===== config.mk =====
export PLATFORM = sky130hd
export DESIGN_NAME = sample_iter_ctrl
export DESIGN_NICKNAME = d
export VERILOG_FILES = /design/src/rtl/rast_iter_pkg.sv /design/src/rtl/sample_iter_ctrl.sv
export SDC_FILE = /design/constraint.sdc
export NUM_CORES = 1
export LEC_CHECK = 0
export BUFFER_PORTS_ARGS = -buffer_cell sky130_fd_sc_hd__buf_2
export CAP_MARGIN = 0
export CORE_AREA = 2 2 285 287
export CTS_CLUSTER_DIAMETER = 100
export DETAILED_ROUTE_END_ITERATION = 8
export DIE_AREA = 0 0 287 289
export GPL_ROUTABILITY_DRIVEN = 0
export PLACE_DENSITY_LB_ADDON = 0.15
export SKIP_LAST_GASP = 1
export SLEW_MARGIN = 40
export SYNTH_ARGS = -nofsm -noshare
export SYNTH_HDL_FRONTEND = slang
export SYNTH_SLANG_ARGS = --single-unit

===== constraint.sdc =====
create_clock -name clk -period 4.4 [get_ports clk]
set_input_delay 0.66 -clock clk [delete_from_list [all_inputs] [get_ports clk]]
set_output_delay 0.66 -clock clk [all_outputs]
set_load 0.005 [all_outputs]

===== src/rtl/rast_iter_pkg.sv =====
// rast_iter_pkg
// Shared definitions for the rasterizer sample-iteration stage: default
// widths, the iteration FSM state type, the one-hot subsample encodings and
// the helper that turns a subsample rate into a fixed-point step size.

package rast_iter_pkg;

    localparam int DEF_SIGFIG = 24;
    localparam int DEF_RADIX  = 10;
    localparam int DEF_VERTS  = 3;
    localparam int DEF_AXIS   = 3;
    localparam int DEF_COLORS = 3;

    typedef enum logic {
        WAIT_STATE = 1'b0,
        TEST_STATE = 1'b1
    } iter_state_t;

    // One-hot subsample rates, expressed in samples per pixel.
    localparam logic [3:0] SUBS_1SPP  = 4'b1000;
    localparam logic [3:0] SUBS_4SPP  = 4'b0100;
    localparam logic [3:0] SUBS_16SPP = 4'b0010;
    localparam logic [3:0] SUBS_64SPP = 4'b0001;

    // Map a subsample rate onto a step in fixed-point units. The highest set
    // bit wins so a malformed (multi-hot) rate still yields a sane step, and
    // an all-zero rate falls back to one sample per pixel.
    function automatic logic [DEF_SIGFIG-1:0] step_decode(
        input logic [3:0] subSample,
        input int         radix
    );
        logic [DEF_SIGFIG-1:0] one;
        one = DEF_SIGFIG'(1);
        if (subSample[3]) begin
            step_decode = one << radix;
        end else if (subSample[2]) begin
            step_decode = one << (radix - 1);
        end else if (subSample[1]) begin
            step_decode = one << (radix - 2);
        end else if (subSample[0]) begin
            step_decode = one << (radix - 3);
        end else begin
            step_decode = one << radix;
        end
    endfunction

endpackage


===== src/rtl/sample_iter_ctrl.sv =====
// sample_iter_ctrl
// Takes one triangle plus its snapped bounding box, then walks every sample
// position inside the box in raster order (x fastest) at the step chosen by
// the subsample rate. While a triangle is being walked the upstream stage is
// held off through halt_RnnnnL.

module sample_iter_ctrl
    import rast_iter_pkg::*;
#(
    parameter int SIGFIG = DEF_SIGFIG,
    parameter int RADIX  = DEF_RADIX,
    parameter int VERTS  = DEF_VERTS,
    parameter int AXIS   = DEF_AXIS,
    parameter int COLORS = DEF_COLORS
) (
    input  logic                                          clk,
    input  logic                                          rst,
    input  logic signed [VERTS-1:0][AXIS-1:0][SIGFIG-1:0] tri_R13S,
    input  logic        [COLORS-1:0][SIGFIG-1:0]          color_R13U,
    input  logic signed [1:0][1:0][SIGFIG-1:0]            box_R13S,
    input  logic                                          validTri_R13H,
    input  logic        [3:0]                             subSample_RnnnnU,
    output logic                                          halt_RnnnnL,
    output logic signed [VERTS-1:0][AXIS-1:0][SIGFIG-1:0] tri_R16S,
    output logic        [COLORS-1:0][SIGFIG-1:0]          color_R16U,
    output logic signed [1:0][SIGFIG-1:0]                 sample_R16S,
    output logic                                          validSamp_R16H
);

    iter_state_t r_state, w_stateNext;

    logic [VERTS-1:0][AXIS-1:0][SIGFIG-1:0] r_tri,   w_triNext;
    logic [COLORS-1:0][SIGFIG-1:0]          r_color, w_colorNext;

    logic signed [SIGFIG-1:0] r_llX,   w_llXNext;
    logic signed [SIGFIG-1:0] r_urX,   w_urXNext;
    logic signed [SIGFIG-1:0] r_urY,   w_urYNext;
    logic signed [SIGFIG-1:0] r_sampX, w_sampXNext;
    logic signed [SIGFIG-1:0] r_sampY, w_sampYNext;
    logic        [SIGFIG-1:0] r_step,  w_stepNext;
    logic                     r_valid, w_validNext;

    logic        [SIGFIG-1:0] w_stepIn;
    logic signed [SIGFIG:0]   w_xPlus;
    logic signed [SIGFIG:0]   w_yPlus;
    logic signed [SIGFIG:0]   w_urXExt;
    logic signed [SIGFIG:0]   w_urYExt;
    logic signed [SIGFIG:0]   w_inLlX;
    logic signed [SIGFIG:0]   w_inLlY;
    logic signed [SIGFIG:0]   w_inUrX;
    logic signed [SIGFIG:0]   w_inUrY;
    logic                     w_degenerate;

    assign w_stepIn = SIGFIG'(step_decode(subSample_RnnnnU, RADIX));

    // Candidate next positions are one bit wider than a coordinate, so a
    // step past the most positive coordinate compares as "beyond the box"
    // instead of wrapping around to a negative value.
    assign w_xPlus  = $signed({r_sampX[SIGFIG-1], r_sampX}) + $signed({1'b0, r_step});
    assign w_yPlus  = $signed({r_sampY[SIGFIG-1], r_sampY}) + $signed({1'b0, r_step});
    assign w_urXExt = $signed({r_urX[SIGFIG-1], r_urX});
    assign w_urYExt = $signed({r_urY[SIGFIG-1], r_urY});

    assign w_inLlX = $signed({box_R13S[0][0][SIGFIG-1], box_R13S[0][0]});
    assign w_inLlY = $signed({box_R13S[0][1][SIGFIG-1], box_R13S[0][1]});
    assign w_inUrX = $signed({box_R13S[1][0][SIGFIG-1], box_R13S[1][0]});
    assign w_inUrY = $signed({box_R13S[1][1][SIGFIG-1], box_R13S[1][1]});

    assign w_degenerate = (w_inUrX < w_inLlX) || (w_inUrY < w_inLlY);

    // Next-state and next-sample logic. In WAIT_STATE a valid triangle is
    // captured (and silently dropped if its box is empty); in TEST_STATE the
    // sample advances along x, wraps to the next row, or finishes.
    always_comb begin
        w_stateNext = r_state;
        w_triNext   = r_tri;
        w_colorNext = r_color;
        w_llXNext   = r_llX;
        w_urXNext   = r_urX;
        w_urYNext   = r_urY;
        w_sampXNext = r_sampX;
        w_sampYNext = r_sampY;
        w_stepNext  = r_step;
        w_validNext = r_valid;

        case (r_state)
            WAIT_STATE: begin
                w_validNext = 1'b0;
                if (validTri_R13H) begin
                    w_triNext   = tri_R13S;
                    w_colorNext = color_R13U;
                    w_llXNext   = box_R13S[0][0];
                    w_urXNext   = box_R13S[1][0];
                    w_urYNext   = box_R13S[1][1];
                    w_stepNext  = w_stepIn;
                    if (!w_degenerate) begin
                        w_sampXNext = box_R13S[0][0];
                        w_sampYNext = box_R13S[0][1];
                        w_validNext = 1'b1;
                        w_stateNext = TEST_STATE;
                    end
                end
            end
            TEST_STATE: begin
                if (w_xPlus <= w_urXExt) begin
                    w_sampXNext = w_xPlus[SIGFIG-1:0];
                end else if (w_yPlus <= w_urYExt) begin
                    w_sampXNext = r_llX;
                    w_sampYNext = w_yPlus[SIGFIG-1:0];
                end else begin
                    w_validNext = 1'b0;
                    w_stateNext = WAIT_STATE;
                end
            end
            default: begin
                w_validNext = 1'b0;
                w_stateNext = WAIT_STATE;
            end
        endcase
    end

    // All stage registers; reset aborts any triangle in flight and clears
    // every visible output.
    always_ff @(posedge clk) begin
        if (rst) begin
            r_state <= WAIT_STATE;
            r_tri   <= '0;
            r_color <= '0;
            r_llX   <= '0;
            r_urX   <= '0;
            r_urY   <= '0;
            r_sampX <= '0;
            r_sampY <= '0;
            r_step  <= '0;
            r_valid <= 1'b0;
        end else begin
            r_state <= w_stateNext;
            r_tri   <= w_triNext;
            r_color <= w_colorNext;
            r_llX   <= w_llXNext;
            r_urX   <= w_urXNext;
            r_urY   <= w_urYNext;
            r_sampX <= w_sampXNext;
            r_sampY <= w_sampYNext;
            r_step  <= w_stepNext;
            r_valid <= w_validNext;
        end
    end

    assign halt_RnnnnL    = (r_state == WAIT_STATE);
    assign tri_R16S       = r_tri;
    assign color_R16U     = r_color;
    assign sample_R16S    = {r_sampY, r_sampX};
    assign validSamp_R16H = r_valid;

endmodule


### Word-level counts from Yosys, hierarchy flattened

Cells that the tools add are included.

* $add $sub $neg: 2
* order comparisons: 4
* equal/unequal tests: 6
* mux-type cells: 22
* bitwise gates (word level): 1
* reductions and logical operators: 5

Operators with widths (number)
* two-way mux 24 bit: 8
* case mux 24 bit (2 select lines): 2
* adder 24 x 25 -> 25 bit: 2
* <= comparator 25 x 24 -> 1 bit: 2
* < comparator 24 bit: 2
* two-way mux 11 bit: 4
* inequality test 2 bit (second input constant): 4
* two-way mux 1 bit: 6
* case mux 1 bit (2 select lines): 2
* AND reduction 2 bit: 2
* AND reduction 4 bit: 1
* inequality test 3 x 1 -> 1 bit (second input constant): 1
* AND reduction 3 bit: 1
* inequality test 2 x 1 -> 1 bit (second input constant): 1
* logical OR 1 bit: 1
* NOT 1 bit: 1

* flip-flop bits (word level): 434
* input bits: 391
* word-level logic and storage cells: 60

### Logic depth before layout (Yosys ltp)

Gate-level depths: netlist (run 1).

* depth in word-level cells: 5
* mapped depth: 20
* depth with buffers taken out: 17

### Worst setup path after synthesis (run 1)

No wires, ideal clock.

* path kind: register to register
* from: register r_sampX[7]
* to: register r_sampX[19]
* arrival time: 3829 ps
* required time: 4266 ps
* path slack: 436 ps
* cell stages (with the launch flop): 19
* path buffers: 1
* cell sequence: dfxtp_1 > ha_1 > inv_1 > fa_1 > nor2b_1 > o21ai_0 > a21oi_1 > nand3_1 > xnor2_1 > ha_1 > nand4_1 > or4_1 > o21ai_1 > a21oi_1 > nor2_4 > buf_6 > mux2_2 > a221oi_1 > a211oi_1

* cells in the longest elaborated chain, start to end: 4
* elaborated cells between the ends (all ways): 6

RTL lines
* start, declared: line sample_iter_ctrl.sv:38 `logic signed [SIGFIG-1:0] r_sampX, w_sampXNext;`
* start signal, assigned: line sample_iter_ctrl.sv:143 `r_sampX <= w_sampXNext;`
* adder 24 x 25 -> 25 bit *: line sample_iter_ctrl.sv:59 `assign w_xPlus = $signed({r_sampX[SIGFIG-1], r_sampX}) + $signed({1'b0, r_step});`
* <= comparator 25 x 24 -> 1 bit: line sample_iter_ctrl.sv:105 `if (w_xPlus <= w_urXExt) begin`
* inequality test 3 x 1 -> 1 bit (no source line) / two-way mux 24 bit (equally long branches)
* AND reduction 3 bit (no source line) / case mux 24 bit (2 select lines) (equally long branches)

Mark *: on every way between the ends. The rest lies on a longest branch, timed or not.
A chain may end at the register's enable or synchronous reset.

### Worst setup path in the final report (run 1)

* from: register r_sampY[7]
* to: register r_sampX[18]

* cells in the longest elaborated chain, start to end: 4

RTL lines
* start, declared: line sample_iter_ctrl.sv:39 `logic signed [SIGFIG-1:0] r_sampY, w_sampYNext;`
* start signal, assigned: line sample_iter_ctrl.sv:144 `r_sampY <= w_sampYNext;`
* adder 24 x 25 -> 25 bit: line sample_iter_ctrl.sv:60 `assign w_yPlus = $signed({r_sampY[SIGFIG-1], r_sampY}) + $signed({1'b0, r_step});`
* <= comparator 25 x 24 -> 1 bit: line sample_iter_ctrl.sv:107 `end else if (w_yPlus <= w_urYExt) begin`
* inequality test 3 x 1 -> 1 bit (no source line)
* AND reduction 3 bit (no source line)

No other way between the ends.

==> results of run 1 <==
-- routing by layer --
metal / wire length (µm) / up-vias / share of wire, %
li1: - / 9092 / -
met1: 30700 / 8287 / 42
met2: 35700 / 463 / 49
met3: 4920 / 110 / 6.7
met4: 1750 / 16 / 2.4
met5: 100 / - / 0.14
-- timing repair --
action / CTS / global route
pin swaps: 0 / 3
hold buffers: 0 / 0
endpoints found under the setup margin: 12 / 42
gates resized for setup: 1 / 15
buffers inserted: 0 / 1
-- worst register-to-register path: stages, from the launching register on --
cell and delay [ns]:
dfxtp_1 0.33, ha_1 0.22, fa_1 0.41, a21o_1 0.23, a21oi_4 0.21, nor2_1 0.08
and3_1 0.24, nand3_1 0.11, xnor2_1 0.09, ha_1 0.31, nand4_1 0.17, nor4_4 0.32
nand2_2 0.11, o2111ai_2 0.21, o221ai_2 0.14, buf_4 0.18, o21ai_4 0.22, buf_12 0.19
a221oi_1 0.10, a211oi_1 0.23
-- registers in the layout (all words and copies together), names as in the netlist --
name            count
r_state             1
tri_R16S          216
r_llX              24
r_step              4
r_sampX            24
r_urX              24
color_R16U         72
r_urY              24
validSamp_R16H      1
r_sampY            24
-- area by class of cell --
cell class	instances	area share [%]
clock buffer	77	6.19
multi-input combinational	1631	35.3
antenna	11	0.111
tap	1060	5.35
timing repair buffer	783	17.1
sequential	414	33.5
clock inverter	16	0.707
inverter	117	1.77
-- worst max-delay path by stage --
stage / to / cells after the start / slack, ns / from
after floorplan: r_sampX[19] / 18 / 0.44 / r_sampX[7]
after global placement: r_sampX[18] / 19 / 0.02 / r_step[7]
after detailed placement: r_sampX[14] / 19 / -0.08 / r_step[7]
after CTS: r_sampX[12] / 20 / 0.02 / r_step[8]
after global routing: r_sampX[17] / 19 / -0.02 / r_sampY[7]
final: r_sampX[18] / 19 / 0.23 / r_sampY[7]
-- kinds of logic after synthesis --
kind of cell	after synthesis	synth area share [%]
adder cells (fa/ha/maj)	106	7.46
AO/OA/AOI/OAI	551	17.2
flip-flops	414	46.1
multiplexers	23	1.37
AND/OR/NAND/NOR	921	20.6
XOR/XNOR	30	1.46
buffers and inverters	269	5.85
-- cells in the mapped netlist, types with 5 or more instances --
master,instances
and3_1,7
nor3_1,24
nand3_1,27
a221oi_1,13
o32ai_1,9
mux2i_1,10
a221o_1,5
xor2_1,6
nand2b_1,8
clkbuf_1,132
a21o_1,11
o21ai_0,22
nand4_1,19
inv_1,117
buf_1,9
nor2_1,42
a211oi_1,31
nor2b_1,5
xnor2_1,24
nand2_1,769
dfxtp_1,414
mux2_2,13
ha_1,104
a21oi_1,417
buf_2,6
a22oi_1,9
-- metrics by stage --
step / hold WS [ns] / cell area (µm²) / util [%] / worst slack [ns] / total power [mW]
after floorplan: 0.434 / 18000 / - / 0.436 / 5.72
after global placement: 0.441 / 22900 / 28.7 / 0.0216 / 6.94
after detailed placement: 0.443 / 23000 / 28.7 / -0.0795 / 6.93
after CTS: 0.236 / 24700 / 30.9 / 0.0185 / 11.3
after global routing: 0.250 / 24800 / 31.0 / -0.0213 / 11.8
final: 0.290 / 24800 / 31.0 / 0.227 / 11.1
-- power by group --
group          internal (mW)  switching (mW)
combinational           1.08            1.47
sequential              4.08           0.220
clock                   2.53            1.76
==> metrics.txt, run 1 <==
# TYPE chip_impl_metric gauge
chip_impl_metric{name="worst_slew_margin_rel",unit="%"} 49.3
chip_impl_info{name="worst_setup_path_end_kind",value="register"} 1
chip_impl_metric{name="layout.cells.non_filler",unit=""} 4109
chip_impl_metric{name="detail_route.wl_per_cell",unit="µm"} 17.8
chip_impl_info{name="rsz0062_at_grt",value="true"} 1
chip_impl_metric{name="power.leakage",unit="nW"} 11.5
chip_impl_metric{name="setup_viol",unit=""} 0
chip_impl_metric{name="clk_transition_reported_paths",unit="ns"} 0.06
chip_impl_metric{name="yosysSeqAreaShare",unit="%"} 46.1
chip_impl_metric{name="ir_worst_vdd",unit="µV"} 297
chip_impl_metric{name="core-area",unit="µm²"} 79900
chip_impl_metric{name="die_outline_area",unit="µm²"} 82900
chip_impl_metric{name="final.setup_skew",unit="ns"} 0.0156
chip_impl_metric{name="asr_flop_ratio_synth",unit="%"} 0
chip_impl_info{name="hold_path_end",value="tri_R16S[207]"} 1
chip_impl_metric{name="path_max_fanout",unit=""} 17
chip_impl_metric{name="drc_errors",unit=""} 0
chip_impl_info{name="synth_top_cell_by_area",value="dfxtp_1"} 1
chip_impl_metric{name="grt_overflow_total",unit=""} 0
chip_impl_metric{name="synthesis.nets",unit=""} 2811
chip_impl_metric{name="synth_cells",unit=""} 2314
chip_impl_metric{name="cpPeakStageDelay",unit="ns"} 0.41
chip_impl_metric{name="multiInputGateArea",unit="µm²"} 8740
chip_impl_metric{name="number_of_search_and_repair_iterations_in_the_first_detailed_routing_pass",unit=""} 5
chip_impl_info{name="most_common_cell_after_layout_fill_and_taps_aside",value="nand2_1"} 1
chip_impl_info{name="timing.critical_path.cells",value="ha_1, fa_1, a21o_1, a21oi_4, nor2_1, and3_1, nand3_1, xnor2_1, ha_1, nand4_1, nor4_4, nand2_2, o2111ai_2, o221ai_2, buf_4, o21ai_4, buf_12, a221oi_1, a211oi_1"} 1
chip_impl_metric{name="die-height",unit="µm"} 289
chip_impl_info{name="cts_root_buffer",value="clkbuf_16"} 1
chip_impl_metric{name="global_route_wire_length_before_repair",unit="µm"} 106000
chip_impl_metric{name="min_delay_path_depth",unit=""} 3
chip_impl_info{name="critical_path_class",value="reg -> reg"} 1
chip_impl_metric{name="cts.path.max_buffers",unit=""} 3
chip_impl_metric{name="final_layout_size_suffix_gt1_share",unit="%"} 29.6
chip_impl_metric{name="mappedNetlistArea",unit="µm²"} 18000
chip_impl_info{name="timing.critical_path.from_type",value="register"} 1
chip_impl_info{name="worstHoldPathType",value="in -> reg"} 1
chip_impl_metric{name="synthDistinctLibCells",unit=""} 59
chip_impl_metric{name="grt.total_usage",unit="%"} 16.5
chip_impl_metric{name="insertion_delay",unit="ns"} 0.60
chip_impl_info{name="r2r_end",value="r_sampX[18]"} 1
chip_impl_metric{name="final-hold-violation-count",unit=""} 0
chip_impl_metric{name="netlist.area_leader.share",unit="%"} 46.1
chip_impl_metric{name="clock_sink_count",unit=""} 414
chip_impl_metric{name="floorplan.initialDensity",unit="%"} 22.5
chip_impl_metric{name="std_cell_rows",unit=""} 104
chip_impl_metric{name="placed_cells",unit=""} 4004
chip_impl_metric{name="critical_path_required",unit="ns"} 4.91
chip_impl_metric{name="tritoncts.num_buffers",unit=""} 51
chip_impl_metric{name="number_of_global_route_vias_before_repair",unit=""} 17200
chip_impl_metric{name="final_net_count",unit=""} 3495
chip_impl_metric{name="grtUsageMet1",unit="%"} 20.2
chip_impl_info{name="grt-busiest-layer",value="met2"} 1
chip_impl_metric{name="initialDrtViolationCount",unit=""} 878
chip_impl_metric{name="power_density",unit="nW/µm²"} 449
chip_impl_metric{name="grt.met3_usage",unit="%"} 4.94
chip_impl_info{name="cpLargestDelayFamily",value="compound AO/OA/AOI/OAI gates"} 1
chip_impl_info{name="worst_r2r_startpoint",value="r_sampY[7]"} 1
chip_impl_metric{name="yosysWarningCount",unit=""} 0
chip_impl_metric{name="critical_path_arrival",unit="ns"} 4.69
chip_impl_metric{name="tightest_slew",unit="ns"} 0.761
chip_impl_metric{name="setup_tns",unit="ns"} 0
chip_impl_metric{name="postSynthAreaPerCell",unit="µm²"} 7.77
chip_impl_info{name="cp_common_cell",value="ha_1"} 1
chip_impl_metric{name="buffer_ports.inserted",unit=""} 728
chip_impl_metric{name="groute.layer.met2.usage",unit="%"} 27.8
chip_impl_metric{name="post-route-period-util",unit="%"} 94.8
chip_impl_metric{name="ys_seq_elements",unit=""} 414
chip_impl_metric{name="rr_worst_depth",unit=""} 19
chip_impl_info{name="timing.hold.worst.start",value="tri_R13S[207]"} 1
chip_impl_metric{name="reg2reg_slack",unit="ns"} 0.23
chip_impl_metric{name="timing.fmax",unit="MHz"} 240
chip_impl_info{name="tritoncts_clock_tree",value="yes"} 1
chip_impl_metric{name="fillers",unit=""} 8872
chip_impl_metric{name="area.sequential",unit="µm²"} 8290
chip_impl_metric{name="detailroute.via_count",unit=""} 18000
chip_impl_metric{name="antenna_found_initial",unit=""} 19
chip_impl_metric{name="count_of_flip_flops_with_a_built_in_enable_after_synthesis",unit=""} 0
chip_impl_metric{name="routed_wl",unit="µm"} 73200
chip_impl_metric{name="htree_num_levels",unit=""} 2
chip_impl_metric{name="final_max_slew_viol_count",unit=""} 0
chip_impl_metric{name="vias_per_cell",unit=""} 4.37
chip_impl_metric{name="ant_nets",unit=""} 0
chip_impl_info{name="synth.area.top_cells",value="dfxtp_1 (46%), nand2_1 (16%), a21oi_1 (12%)"} 1
chip_impl_info{name="layout_common_cells",value="nand2_1 (767), buf_2 (727), a21oi_1 (414)"} 1
chip_impl_info{name="yosys_most_used_dff",value="dfxtp_1"} 1
chip_impl_metric{name="period_needed",unit="ns"} 4.17
chip_impl_metric{name="dp.final_hpwl",unit="µm"} 54400
chip_impl_metric{name="areaGrowthSynthToFinish",unit="%"} 37.8
chip_impl_info{name="cp_slowest_cell",value="fa_1"} 1
chip_impl_metric{name="cp.buffers_inverters",unit=""} 2
chip_impl_info{name="status",value="finished clean"} 1
chip_impl_metric{name="maxCapViolations",unit=""} 0
chip_impl_metric{name="grt_start_max_net_pins",unit=""} 131
chip_impl_metric{name="pin_count",unit=""} 729
chip_impl_metric{name="dieWidth",unit="µm"} 287
Power figures use the tool's default switching activity.
==> run 2, diff against run 1 <==
Settings changed: SETUP_SLACK_MARGIN set to 0.3.
==> run 2 against run 1 <==
Net effect:
- setup slack improved by 0.18 ns
- worst hold slack hardly changed
- flip-flop and latch count did not move
- largest power group unchanged
- highest routed layer unchanged
- routed wire length up 0.74%
- critical endpoint is now r_sampX[19]
- critical path type unchanged
- fmax increased by 4.6%
- first-iteration DRC count down 2.4%
==> metrics.txt, run 2 (synthesized netlist as in run 1, its figures left out) <==
# TYPE chip_impl_metric gauge
chip_impl_info{name="rsz0062_at_grt",value="true"} 1
chip_impl_info{name="layout_common_cells",value="nand2_1 (767), buf_2 (727), a21oi_1 (413)"} 1
chip_impl_metric{name="htree_num_levels",unit=""} 2
chip_impl_metric{name="insertion_delay",unit="ns"} 0.60
chip_impl_info{name="cts_root_buffer",value="clkbuf_16"} 1
chip_impl_metric{name="dp_worst_setup_slack",unit="ns"} -0.0795
chip_impl_metric{name="final.setup_skew",unit="ns"} 0.0173
chip_impl_metric{name="worst_hold_slack_after_final_layout",unit="ns"} 0.290
chip_impl_metric{name="period_needed",unit="ns"} 3.99
chip_impl_metric{name="largest_register_ffs",unit=""} 216
chip_impl_metric{name="die_outline_area",unit="µm²"} 82900
chip_impl_metric{name="power_density",unit="nW/µm²"} 448
chip_impl_info{name="most_common_cell_after_layout_fill_and_taps_aside",value="nand2_1"} 1
chip_impl_metric{name="placed_cells",unit=""} 4004
chip_impl_metric{name="tritoncts.num_buffers",unit=""} 51
chip_impl_metric{name="floorplan.initialDensity",unit="%"} 22.5
chip_impl_metric{name="final_cell_area",unit="µm²"} 25200
chip_impl_metric{name="final_max_slew_viol_count",unit=""} 0
chip_impl_metric{name="critical_path_arrival",unit="ns"} 4.50
chip_impl_metric{name="timing.final.ws_setup",unit="ns"} 0.410
chip_impl_metric{name="post-route-period-util",unit="%"} 90.7
chip_impl_metric{name="layout.cells.non_filler",unit=""} 4122
chip_impl_metric{name="post-layout-total-power",unit="mW"} 11.3
chip_impl_metric{name="placement_stage_cell_area",unit="µm²"} 23000
chip_impl_metric{name="clk_transition_reported_paths",unit="ns"} 0.06
chip_impl_metric{name="dieWidth",unit="µm"} 287
chip_impl_metric{name="buffer_ports.inserted",unit=""} 728
chip_impl_metric{name="drc_errors",unit=""} 0
chip_impl_metric{name="number_of_search_and_repair_iterations_in_the_first_detailed_routing_pass",unit=""} 5
chip_impl_metric{name="routed_wl",unit="µm"} 73700
chip_impl_metric{name="number_of_global_route_vias_before_repair",unit=""} 17300
chip_impl_info{name="worst_setup_path_end_kind",value="register"} 1
chip_impl_metric{name="grt_start_max_net_pins",unit=""} 131
chip_impl_info{name="worstHoldPathType",value="in -> reg"} 1
chip_impl_metric{name="initialDrtViolationCount",unit=""} 857
chip_impl_metric{name="final_net_count",unit=""} 3508
chip_impl_metric{name="grt.total_usage",unit="%"} 16.6
chip_impl_metric{name="std_cell_rows",unit=""} 104
chip_impl_metric{name="clock_sink_count",unit=""} 414
chip_impl_metric{name="detailroute.via_count",unit=""} 18000
chip_impl_metric{name="dp.final_hpwl",unit="µm"} 54400
chip_impl_metric{name="maxCapViolations",unit=""} 0
chip_impl_metric{name="ant_nets",unit=""} 0
chip_impl_metric{name="core-area",unit="µm²"} 79900
chip_impl_metric{name="final_layout_size_suffix_gt1_share",unit="%"} 31.0
chip_impl_metric{name="path_max_fanout",unit=""} 5
chip_impl_metric{name="antenna_found_initial",unit=""} 19
chip_impl_metric{name="critical_path_required",unit="ns"} 4.91
chip_impl_metric{name="timing.fmax",unit="MHz"} 251
chip_impl_info{name="critical_path_class",value="reg -> reg"} 1
chip_impl_metric{name="grt_overflow_total",unit=""} 0
chip_impl_metric{name="detail_route.wl_per_cell",unit="µm"} 17.9
chip_impl_metric{name="setup_viol",unit=""} 0
chip_impl_metric{name="vias_per_cell",unit=""} 4.37
chip_impl_metric{name="worst_slew_margin_rel",unit="%"} 49.6
chip_impl_metric{name="areaGrowthSynthToFinish",unit="%"} 40.0
chip_impl_info{name="timing.critical_path.from_type",value="register"} 1
chip_impl_info{name="tritoncts_clock_tree",value="yes"} 1
chip_impl_metric{name="tightest_slew",unit="ns"} 0.756
chip_impl_metric{name="global_route_wire_length_before_repair",unit="µm"} 107000
chip_impl_metric{name="final-hold-violation-count",unit=""} 0
chip_impl_metric{name="fillers",unit=""} 8849
chip_impl_metric{name="die-height",unit="µm"} 289
chip_impl_metric{name="cts.path.max_buffers",unit=""} 3
chip_impl_metric{name="pin_count",unit=""} 729
chip_impl_metric{name="ir_worst_vdd",unit="µV"} 334
chip_impl_info{name="status",value="finished clean"} 1
chip_impl_metric{name="power.leakage",unit="nW"} 11.7
[run 2: cell types whose count changed in the layout (fill, tap and decap cells not counted), sizes merged]
cell	before	now
clkbuf	77	78
buf	783	795
[run 2: layout make-up]
| type | instances | area, µm² | area share, % |
|---|---|---|---|
| diodes | 11 | 27.5 | 0.109 |
| clock buffers | 77 | 1530 | 6.10 |
| clock inverters | 16 | 175 | 0.696 |
| inverters | 117 | 439 | 1.75 |
| multi-input cells | 1631 | 8930 | 35.5 |
| flip-flops and latches | 414 | 8300 | 33.0 |
| well taps | 1060 | 1330 | 5.27 |
| repair buffers | 796 | 4430 | 17.6 |
[run 2: power by group]
group | internal, mW | switching, mW | leakage (nW)
Combinational | 1.16 | 1.52 | 7.43
Clock | 2.53 | 1.76 | 0.851
Sequential | 4.08 | 0.227 | 3.41
[run 2: metrics by stage]
| step | setup TNS, ns | utilization (%) |
|---|---|---|
| after CTS | 0 | 31.1 |
| final | 0 | 31.5 |
| after floorplan | 0 | - |
| after detailed placement | -0.887 | 28.7 |
| after global placement | 0 | 28.7 |
| after global routing | 0 | 31.5 |
[run 2: worst paths after layout]
path / from / to / slack [ns] / cells past startpoint
setup / recovery: r_step[7] / r_sampX[19] / 0.41 / 20
hold reg to reg: tri_R16S[195] / tri_R16S[195] / 0.45 / 2
hold / removal: color_R13U[51] / color_R16U[51] / 0.29 / 3
setup reg to reg: r_step[7] / r_sampX[19] / 0.41 / 20
[run 2: critical path, cell delays in order (launching register included)]
cell	delay [ns]
dfxtp_4	0.36
ha_4	0.17
fa_2	0.37
a21o_1	0.20
a21oi_4	0.23
nor2_2	0.06
and3_4	0.17
nand3_4	0.09
xnor2_2	0.07
ha_1	0.30
nand4_1	0.14
nor4_2	0.27
nand2_1	0.15
o2111ai_2	0.23
o221ai_4	0.15
buf_6	0.16
o21ai_4	0.22
buf_6	0.14
buf_12	0.11
a221oi_1	0.08
a211oi_1	0.23
[run 2: what timing repair did]
item / CTS / global route
endpoints found under the setup margin: 42 / 41
hold buffers: 0 / 0
resized for setup: 25 / 41
gates cloned: 2 / 1
buffers inserted: 5 / 6
pin swaps: 10 / 42
[run 2: layer usage]
| layer | vias to the layer above | global-route usage (%) | share of wire [%] | routed length, µm |
|---|---|---|---|---|
| li1 | 9122 | - | - | - |
| met5 | - | 0 | 0.12 | 92 |
| met4 | 16 | 5.39 | 2.4 | 1750 |
| met1 | 8329 | 20.2 | 42 | 30700 |
| met2 | 451 | 28.0 | 49 | 36100 |
| met3 | 109 | 4.94 | 6.8 | 5030 |
==> run 3, diff against run 2 <==
Settings changed: ABC_AREA set to 1, CAP_MARGIN 0 to not set, CORE_AREA 2 2 285 287 to 2 2 281 283, DIE_AREA 0 0 287 289 to 0 0 283 285.
==> run 3 against run 2 <==
Net effect:
- cell count is 5.9% higher
- combinational power is 11% higher
- clock power is 6.5% higher
- critical path depth is 4 higher
- worst hold slack better by 0.017 ns
- largest cell class unchanged
- highest routed layer unchanged
==> metrics.txt, run 3 <==
# TYPE chip_impl_metric gauge
chip_impl_metric{name="synth_cells",unit=""} 2591
chip_impl_metric{name="number_of_global_route_vias_before_repair",unit=""} 18300
chip_impl_metric{name="synthDistinctLibCells",unit=""} 36
chip_impl_metric{name="placed_cells",unit=""} 4246
chip_impl_metric{name="critical_path_required",unit="ns"} 4.88
chip_impl_info{name="grt-busiest-layer",value="met2"} 1
chip_impl_metric{name="dieWidth",unit="µm"} 283
chip_impl_metric{name="netlist.area_leader.share",unit="%"} 44.6
chip_impl_metric{name="yosysSeqAreaShare",unit="%"} 44.6
chip_impl_info{name="synthTopCellsByCount",value="nor2_1 (699), dfxtp_1 (414), o21ai_0 (393)"} 1
chip_impl_info{name="yosys_most_used_dff",value="dfxtp_1"} 1
chip_impl_metric{name="insertion_delay",unit="ns"} 0.60
chip_impl_info{name="worst_r2r_startpoint",value="r_sampY[9]"} 1
chip_impl_metric{name="power_density",unit="nW/µm²"} 473
chip_impl_metric{name="power_switching",unit="mW"} 3.93
chip_impl_metric{name="setup_viol",unit=""} 0
chip_impl_info{name="endpoint",value="r_sampX[3]"} 1
chip_impl_metric{name="final_max_slew_viol_count",unit=""} 0
chip_impl_metric{name="clock_sink_count",unit=""} 414
chip_impl_metric{name="die-height",unit="µm"} 285
chip_impl_info{name="timing.critical_path.from_type",value="register"} 1
chip_impl_metric{name="post-layout-total-power",unit="mW"} 12.0
chip_impl_metric{name="yosysWarningCount",unit=""} 0
chip_impl_info{name="critical_path_class",value="reg -> reg"} 1
chip_impl_metric{name="drc_errors",unit=""} 0
chip_impl_metric{name="grt.met3_usage",unit="%"} 4.18
chip_impl_metric{name="cp.buffers_inverters",unit=""} 3
chip_impl_metric{name="asr_flop_ratio_synth",unit="%"} 0
chip_impl_metric{name="areaGrowthSynthToFinish",unit="%"} 36.7
chip_impl_info{name="rsz0062_at_grt",value="true"} 1
chip_impl_metric{name="core-area",unit="µm²"} 78000
chip_impl_metric{name="postSynthAreaPerCell",unit="µm²"} 7.17
chip_impl_metric{name="power.leakage",unit="nW"} 12.8
chip_impl_info{name="status",value="finished clean"} 1
chip_impl_metric{name="worst_hold_slack_after_final_layout",unit="ns"} 0.307
chip_impl_metric{name="pwr-share-clk",unit="%"} 38.1
chip_impl_info{name="tritoncts_clock_tree",value="yes"} 1
chip_impl_metric{name="critical_path_arrival",unit="ns"} 4.33
chip_impl_metric{name="final_net_count",unit=""} 3760
chip_impl_metric{name="clk_transition_reported_paths",unit="ns"} 0.06
chip_impl_metric{name="std_cell_rows",unit=""} 103
chip_impl_metric{name="pin_count",unit=""} 729
chip_impl_metric{name="path_max_fanout",unit=""} 9
chip_impl_metric{name="htree_num_levels",unit=""} 2
chip_impl_metric{name="rr_worst_depth",unit=""} 24
chip_impl_metric{name="antenna_found_initial",unit=""} 21
chip_impl_metric{name="tightest_slew",unit="ns"} 0.886
chip_impl_metric{name="maxCapViolations",unit=""} 0
chip_impl_metric{name="post-route-period-util",unit="%"} 87.5
chip_impl_metric{name="detail_route.wl_per_cell",unit="µm"} 17.8
chip_impl_info{name="most_common_cell_after_layout_fill_and_taps_aside",value="buf_2"} 1
chip_impl_metric{name="ys_seq_elements",unit=""} 414
chip_impl_metric{name="grt_start_max_net_pins",unit=""} 182
chip_impl_metric{name="layout.cells.non_filler",unit=""} 4364
chip_impl_metric{name="cpPeakStageDelay",unit="ns"} 0.36
chip_impl_metric{name="worst_slew_margin_rel",unit="%"} 40.9
chip_impl_metric{name="buffer_ports.inserted",unit=""} 728
chip_impl_info{name="synth.area.top_cells",value="dfxtp_1 (45%), nor2_1 (14%), o21ai_0 (11%)"} 1
chip_impl_metric{name="synthesis.nets",unit=""} 3088
chip_impl_metric{name="vias_per_cell",unit=""} 4.32
chip_impl_metric{name="min_delay_path_depth",unit=""} 3
chip_impl_metric{name="final-hold-violation-count",unit=""} 0
chip_impl_metric{name="cts.path.max_buffers",unit=""} 3
chip_impl_metric{name="internal-power",unit="mW"} 8.07
chip_impl_metric{name="ant_nets",unit=""} 0
chip_impl_info{name="cpLargestDelayFamily",value="simple AND/OR/NAND/NOR gates"} 1
chip_impl_metric{name="largest_register_ffs",unit=""} 216
chip_impl_info{name="layout_common_cells",value="buf_2 (728), nor2_1 (693), dfxtp_1 (410)"} 1
chip_impl_info{name="worstHoldPathType",value="in -> reg"} 1
chip_impl_metric{name="dp.final_hpwl",unit="µm"} 58300
chip_impl_info{name="r2r_end",value="r_sampX[3]"} 1
chip_impl_metric{name="worstSetupPathDepth",unit=""} 24
chip_impl_metric{name="grt.total_usage",unit="%"} 18.3
chip_impl_info{name="cp_slowest_cell",value="ha_1"} 1
chip_impl_metric{name="switching_power_share_of_the_total",unit="%"} 32.8
chip_impl_metric{name="timing.fmax",unit="MHz"} 260
chip_impl_metric{name="ir_worst_vdd",unit="µV"} 288
chip_impl_metric{name="groute.layer.met2.usage",unit="%"} 32.3
chip_impl_metric{name="initialDrtViolationCount",unit=""} 912
chip_impl_info{name="cp_common_cell",value="nand2_1"} 1
chip_impl_metric{name="die_outline_area",unit="µm²"} 80700
chip_impl_metric{name="power.combinational.fraction",unit="%"} 24.8
chip_impl_metric{name="mappedNetlistArea",unit="µm²"} 18600
chip_impl_metric{name="tritoncts.num_buffers",unit=""} 54
chip_impl_metric{name="number_of_search_and_repair_iterations_in_the_first_detailed_routing_pass",unit=""} 5
chip_impl_info{name="cts_root_buffer",value="clkbuf_16"} 1
chip_impl_metric{name="detailroute.via_count",unit=""} 18900
chip_impl_metric{name="floorplan.initialDensity",unit="%"} 23.8
chip_impl_metric{name="global_route_wire_length_before_repair",unit="µm"} 115000
chip_impl_metric{name="power.share.sequential",unit="%"} 37.1
chip_impl_info{name="worst_setup_path_end_kind",value="register"} 1
chip_impl_info{name="yosysMostFrequentCell",value="nor2_1"} 1
chip_impl_metric{name="final.setup_skew",unit="ns"} 0.0141
chip_impl_metric{name="grt_overflow_total",unit=""} 0
chip_impl_metric{name="count_of_flip_flops_with_a_built_in_enable_after_synthesis",unit=""} 0
chip_impl_metric{name="period_needed",unit="ns"} 3.85
chip_impl_metric{name="reg2reg_slack",unit="ns"} 0.55
chip_impl_metric{name="final_layout_size_suffix_gt1_share",unit="%"} 27.2
chip_impl_metric{name="routed_wl",unit="µm"} 77600
chip_impl_info{name="timing.critical_path.cells",value="ha_1, a21oi_1, nand2_1, a21oi_2, nor2_2, nand2_1, nor2_2, nand3_1, xor2_1, inv_1, ha_1, nand2_1, nor2_1, nand4_1, a21oi_1, nor2_1, nand3_1, nand2_1, o21ai_4, buf_12, clkbuf_16, nand3b_1, nand2_1, nor2_1"} 1
chip_impl_info{name="synth_top_cell_by_area",value="dfxtp_1"} 1
chip_impl_metric{name="grtUsageMet1",unit="%"} 22.5
chip_impl_info{name="setup.worst_path.start",value="r_sampY[9]"} 1
==> run 3: worst min-delay path by stage <==
stage,start,to,slack [ns]
6_report,tri_R13S[141],tri_R16S[141],0.31
5_1_grt,tri_R13S[96],tri_R16S[96],0.28
4_1_cts,tri_R13S[96],tri_R16S[96],0.26
3_5_place_dp,r_urX[10],r_urX[10],0.45
3_3_place_gp,r_urX[5],r_urX[5],0.44
2_1_floorplan,r_llX[14],r_llX[14],0.43
==> run 3: cell families after synthesis <==
family | Yosys count | share of synthesized area (%)
compound gates | 556 | 15.4
flops | 414 | 44.6
fa+ha+maj | 106 | 7.22
simple gates | 1133 | 24.3
buf+inv | 362 | 7.49
xor+xnor | 20 | 0.943
==> run 3: layer usage <==
metal | wire [µm] | up-vias
li1 | - | 9665
met1 | 32800 | 8573
met2 | 38600 | 513
met3 | 4610 | 106
met4 | 1500 | 6
met5 | 36 | -
==> run 3: through the flow <==
step	instance area, µm²	setup TNS [ns]	util (%)	setup WS [ns]
after CTS	25100	0	32.2	0.302
after global routing	25400	0	32.6	0.278
after floorplan	18600	0	-	0.648
after detailed placement	23200	-0.0189	29.8	-0.0113
after global placement	23200	0	29.8	0.0464
final	25400	0	32.6	0.550
==> run 3: worst reg2reg max path: cells and delay by family, from the launching register on <==
kind,cells,cell delay (ns)
and+or+nand+nor,14,1.36
adders and majority gates,2,0.65
DFF,1,0.34
xor gates and xnor gates,1,0.21
AOI/OAI and AO/OA,4,0.81
buffers and inverters,3,0.39
==> run 3: repair_timing <==
action | in CTS | in global routing
setup endpoints to repair | 42 | 43
gates cloned | 0 | 3
hold buffers | 0 | 0
gates resized for setup | 8 | 35
setup buffers | 3 | 5
pin swaps | 1 | 6
==> run 3: layout make-up <==
| class | count | area, µm² |
|---|---|---|
| fillers | 8646 | 52600 |
| flip-flops and latches | 414 | 8290 |
| repair buffers | 766 | 4060 |
| inverters | 212 | 823 |
| diodes | 6 | 15.0 |
| well taps | 1050 | 1310 |
| clock buffers | 78 | 1540 |
| clock inverters | 23 | 289 |
| multi-input cells | 1815 | 9050 |
==> run 3: power groups by stage <==
stage               Combinational (mW)  Clock, mW  Sequential (mW)
global route                      3.37       4.86             4.51
detailed placement                2.86          0             4.52
CTS                               2.92       4.73             4.45
global placement                  2.86          0             4.52
floorplan                         1.62          0             4.51
finish                            2.97       4.57             4.45
